--- src/rtl/hilo_muldiv.sv ---
// rtl/hilo_muldiv.sv - multi-cycle MULT/MULTU/DIV/DIVU unit owning the HI/LO register pair
module hilo_muldiv #(
  parameter int WIDTH   = 32,
  parameter int MUL_LAT = 2
) (
  input  logic             clk,
  input  logic             rst,
  input  logic             start_i,
  input  logic [1:0]       op_i,
  input  logic [WIDTH-1:0] a_i,
  input  logic [WIDTH-1:0] b_i,
  input  logic             cancel_i,
  input  logic             hiwrite_i,
  input  logic             lowrite_i,
  input  logic [WIDTH-1:0] wdata_i,
  output logic [WIDTH-1:0] hi_o,
  output logic [WIDTH-1:0] lo_o,
  output logic             busy_o,
  output logic             done_o,
  output logic             divzero_o
);

  localparam int CNT_MAX = (WIDTH > MUL_LAT) ? WIDTH : MUL_LAT;
  localparam int CW      = $clog2(CNT_MAX + 1);

  typedef enum logic [1:0] {IDLE, MUL, DIV, FIX} state_t;

  state_t               state, nextState;
  logic                 accept, inSigned, isDivOp, bZero;
  logic [WIDTH-1:0]     aMag, bMag;
  logic [CW-1:0]        count;
  logic [WIDTH-1:0]     opA, opB, quot, rem, divisor;
  logic                 opSigned, negQ, negR, divZero;
  logic [2*WIDTH-1:0]   extA, extB, product;
  logic [WIDTH:0]       shifted, diff;

  assign accept   = start_i & ~cancel_i & (state == IDLE);
  assign isDivOp  = op_i[1];
  assign inSigned = ~op_i[0];
  assign bZero    = (b_i == '0);
  assign aMag     = (inSigned & a_i[WIDTH-1]) ? -a_i : a_i;
  assign bMag     = (inSigned & b_i[WIDTH-1]) ? -b_i : b_i;

  // Full-width product of the extended operands; only the low 2*WIDTH bits matter.
  assign extA    = {{WIDTH{opSigned & opA[WIDTH-1]}}, opA};
  assign extB    = {{WIDTH{opSigned & opB[WIDTH-1]}}, opB};
  assign product = extA * extB;

  // One restoring step: shift the next dividend bit into the partial remainder and trial-subtract.
  assign shifted = {rem, quot[WIDTH-1]};
  assign diff    = shifted - {1'b0, divisor};

  always_ff @(posedge clk) begin
    if (rst) state <= IDLE;
    else     state <= nextState;
  end

  always_comb begin
    nextState = state;
    case (state)
      IDLE: if (accept) nextState = isDivOp ? (bZero ? FIX : DIV) : MUL;
      MUL:  if (cancel_i || count == '0) nextState = IDLE;
      DIV:  if (cancel_i) nextState = IDLE;
            else if (count == '0) nextState = FIX;
      FIX:  nextState = IDLE;
      default: nextState = IDLE;
    endcase
  end

  always_comb begin
    busy_o = (start_i & ~cancel_i & (state == IDLE)) | ((state != IDLE) & ~cancel_i);
  end

  always_ff @(posedge clk) begin
    if (rst) begin
      hi_o      <= '0;
      lo_o      <= '0;
      done_o    <= 1'b0;
      divzero_o <= 1'b0;
      count     <= '0;
      opA       <= '0;
      opB       <= '0;
      opSigned  <= 1'b0;
      quot      <= '0;
      rem       <= '0;
      divisor   <= '0;
      negQ      <= 1'b0;
      negR      <= 1'b0;
      divZero   <= 1'b0;
    end else begin
      done_o    <= 1'b0;
      divzero_o <= 1'b0;
      case (state)
        IDLE: begin
          if (hiwrite_i) hi_o <= wdata_i;
          if (lowrite_i) lo_o <= wdata_i;
          if (accept) begin
            opA      <= a_i;
            opB      <= b_i;
            opSigned <= inSigned;
            quot     <= aMag;
            rem      <= '0;
            divisor  <= bMag;
            negQ     <= inSigned & (a_i[WIDTH-1] ^ b_i[WIDTH-1]);
            negR     <= inSigned & a_i[WIDTH-1];
            divZero  <= isDivOp & bZero;
            count    <= isDivOp ? CW'(WIDTH - 1) : CW'(MUL_LAT - 1);
          end
        end
        MUL: if (!cancel_i) begin
          if (count == '0) begin
            hi_o   <= product[2*WIDTH-1:WIDTH];
            lo_o   <= product[WIDTH-1:0];
            done_o <= 1'b1;
          end else begin
            count <= count - CW'(1);
          end
        end
        DIV: if (!cancel_i) begin
          if (!diff[WIDTH]) begin
            rem  <= diff[WIDTH-1:0];
            quot <= {quot[WIDTH-2:0], 1'b1};
          end else begin
            rem  <= shifted[WIDTH-1:0];
            quot <= {quot[WIDTH-2:0], 1'b0};
          end
          if (count != '0) count <= count - CW'(1);
        end
        FIX: if (!cancel_i) begin
          done_o <= 1'b1;
          if (divZero) begin
            divzero_o <= 1'b1;
          end else begin
            lo_o <= negQ ? -quot : quot;
            hi_o <= negR ? -rem : rem;
          end
        end
        default: ;
      endcase
    end
  end

endmodule

--- config.mk ---
export PLATFORM = sky130hd
export DESIGN_NAME = hilo_muldiv
export DESIGN_NICKNAME = d
export VERILOG_FILES = /design/src/rtl/hilo_muldiv.sv
export SDC_FILE = /design/constraint.sdc
export NUM_CORES = 2
export LEC_CHECK = 0
export ABC_AREA = 0
export CAP_MARGIN = 20
export CORE_MARGIN = 2
export CORE_UTILIZATION = 59
export DETAILED_ROUTE_END_ITERATION = 16
export PLACE_DENSITY = 0.8
export SYNTH_ARGS = -nofsm -noshare
export SYNTH_HDL_FRONTEND = slang
export SYNTH_SLANG_ARGS = --single-unit
--- constraint.sdc ---
create_clock -name clk -period 7.7 [get_ports clk]
set_clock_uncertainty 0.15 [all_clocks]
set_input_delay 1.925 -clock clk [delete_from_list [all_inputs] [get_ports clk]]
set_output_delay 1.925 -clock clk [all_outputs]
set_load 0.01 [all_outputs]
==> flow_metrics.tcl <==
set metrics [dict create \
    status "finished, violations left" \
    violations "setup timing" \
    syn-cell-area_sq_um 52100 \
    fin_util_pct 70.8 \
    die_area_sq_um 90700 \
    async_flop_share_pct 0 \
    hold_path.class "register to register" \
    drive_gt1_share_pct 14.5 \
    ys_seq_area_share_pct 9.11 \
    grt_max_degree 108 \
    grt_pass1_wl_um 255000 \
    clock-sinks 237 \
    globalRouteTotalUtil_pct 36.4 \
    cp_slowest_stage_delay_ns 0.68 \
    ff2ff_path_depth 25 \
    syn_to_final_growth_pct 18.5 \
    drc 0 \
    reg2reg_from "opB[9]" \
    grt_use_met2_pct 60.3 \
    multi_input_area_sq_um 42700 \
    tns_ns -2.52 \
    gp_congestion 0.990 \
    io_pins 171 \
    grt_use_met3_pct 5.05 \
    final_hold_viol_count 0 \
    antenna_found_initial 6 \
    fp.dieH_um 301 \
    ys_types 75 \
    placed_cells 7466 \
    fillers 6218 \
    hp-start "divZero" \
    min_period_ns 7.95 \
    use_met1_pct 46.0 \
    synth_area_leaders "fa_1, dfxtp_1, inv_1" \
    grt_pass1_vias 46400 \
    syn_nets 7575 \
    cap_violations 0 \
    max_slew.worst_pin.slew_ns 1.02 \
    routed_wl_um 170000 \
    fin_crit_sh_pct 103 \
    vias_per_cell 5.93 \
    gr-total-overflow 0 \
    critPathKind "register to register" \
    clk_latency_ns 0.61 \
    port_buffers 170 \
    fmax_mhz 126 \
    post_drt_wl_per_cell_um 22.3 \
    placeableCoreArea_sq_um 87200 \
    dp_hpwl_um 133000 \
    cts_root_buf "clkbuf_16" \
    synth_top_area_share_pct 43.3 \
    whs_path_depth 2 \
    power_density_nw_per_um2 144 \
    critPathMaxFanout 8 \
    maxSlewViolCount 0 \
    route.vias.total 45200 \
    instances_no_fill 7625 \
    finalInstanceArea_sq_um 61700 \
    synth-edff-count 0 \
    slew_headroom_pct 32.1 \
    die_w_um 301 \
    rows 108 \
    dr.pass1.iters 8 \
    pre_cts_slack_ns -0.362 \
    cp.arrival_ns 8.24 \
    cts_max_level 1 \
    grt_setup_unrepaired "yes" \
    setup_ws_ns -0.249 \
    syn_inst 6091 \
    required_ns 7.99 \
    clk_path_buf_depth 3 \
    busiest_layer "met2" \
    regArea_sq_um 4840 \
    ant_nets 0 \
    ir_drop_mv 0.260 \
    cts_made_buffers 28 \
    cp-start-kind "register" \
    critPathLaunch "opB[9]" \
    synth_top_area_cell "fa_1" \
    first_iter_violations 4561 \
    setup_viol 18 \
    ys.flop_type "dfxtp_1" \
    cts_tree "yes" \
    crit_top_cell "fa_1" \
    yosys_warnings 0 \
    initial_core_util_pct 59.8 \
    ys_seq_elements 237 \
    cp-end-kind "register" \
    cts_hold_buf 0 \
    p_leak_nw 28.9 \
    clkTransAtPathRegs_ns 0.07 \
    cp_slowest_cell "fa_1" \
    fin_nets 7930 \
    post_dp_cell_area_sq_um 58000 \
    synth_area_per_cell_sq_um 8.55 \
]
[critical path, delay by kind of cell (launching register included)]
| family | cells | cell delay (ns) |
|---|---|---|
| adders and majority gates | 9 | 4.56 |
| and+or+nand+nor | 2 | 0.61 |
| buffers and inverters | 7 | 0.86 |
| muxes | 1 | 0.21 |
| DFF | 1 | 0.35 |
| AOI/OAI and AO/OA | 6 | 1.01 |
[worst paths after layout]
kind               to  slack (ns)
max          hi_o[29]       -0.25
min           divZero        0.31
max reg2reg  hi_o[29]       -0.25
min reg2reg   divZero        0.31
[cells by family (layout without fill, tap and decap cells)]
kind of cell    count (synthesis)  in the layout  share of synthesized area [%]
compound gates                760            760                           9.40
other cells                     0              3                              0
buf+inv                      1576           1952                           11.4
flops                         237            237                           9.11
fa+ha+maj                    1380           1380                           49.4
mux                            30             30                          0.576
simple gates                 1895           1895                           16.6
xor+xnor                      213            213                           3.58
[per-layer routing]
metal	vias up	share of wire (%)	wire, um
met1	22600	35	59700
met3	769	9.3	15900
met2	2643	48	80900
met5	-	0.0076	13
met4	2	8.0	13600
li1	19200	-	-
[state kept, by name, indices dropped and copies added, names as in the netlist]
signal,cells
hi_o,32
lo_o,32
opA,32
opB,32
quot,32
rem,32
divisor,31
count,6
state,2
divZero,1
divzero_o,1
done_o,1
negQ,1
negR,1
opSigned,1
[synthesized netlist by cell type, types with 20 or more instances]
master and count:
inv_1 1197, fa_1 1126, nand2_1 1071, clkbuf_1 366
and2_1 350, ha_1 254, a21oi_1 250, dfxtp_1 237
nor2_1 209, xnor2_1 144, o21ai_0 140, xor2_1 69
a211oi_1 58, nor3_1 58, a21o_1 51, o31ai_1 41
nand3_1 32, mux2i_1 30, and3_1 29, nand4_1 29
nand2b_1 27, a221oi_1 20, a311oi_1 20
[area by class of cell]
cell class | count | area share, %
antenna | 3 | 0.0122
clock inverter | 13 | 0.266
tap | 1155 | 2.34
multi-input combinational | 4278 | 69.2
clock buffer | 38 | 1.28
inverter | 1197 | 7.29
sequential | 237 | 7.83
timing repair buffer | 704 | 11.7
[layout by cell type (no fill, tap or decap), drive strengths merged, types with 18 or more instances in the layout]
cell and count:
nand2 1072, nand4 29, a221oi 20, o31ai 43
fa 1126, or2 19, o21ai 146, a21oi 253
inv 1196, mux2i 30, nand2b 27, a211oi 58
a311oi 20, ha 254, o211ai 19, nor2 209
dfxtp 237, a31oi 18, and2 352, a21o 51
xor2 69, and3 29, xnor2 144, nor3 59
buf 523, clkdlybuf4s50 169, a22oi 18, nand3 32
clkbuf 48
[timing repair]
| item | CTS | global route |
|---|---|---|
| pin swaps | 84 | 196 |
| gates cloned | 1 | 10 |
| buffers inserted | 26 | 74 |
| setup endpoints to repair | 33 | 38 |
| resized for setup | 139 | 321 |
[metrics by stage]
stage / power (mW) / hold slack (ns)
after floorplan: 4.66 / 0.282
after global placement: 6.77 / 0.292
after detailed placement: 6.87 / 0.301
after CTS: 8.40 / 0.308
after global routing: 9.32 / 0.329
final: 8.89 / 0.309
[power by group]
part | total, mW | internal [mW] | switching (mW)
Clock | 1.42 | 0.793 | 0.626
Sequential | 1.79 | 1.49 | 0.305
Combinational | 5.67 | 2.27 | 3.40
Total | 8.89 | 4.55 | 4.33
Power figures use the tool's default switching activity.
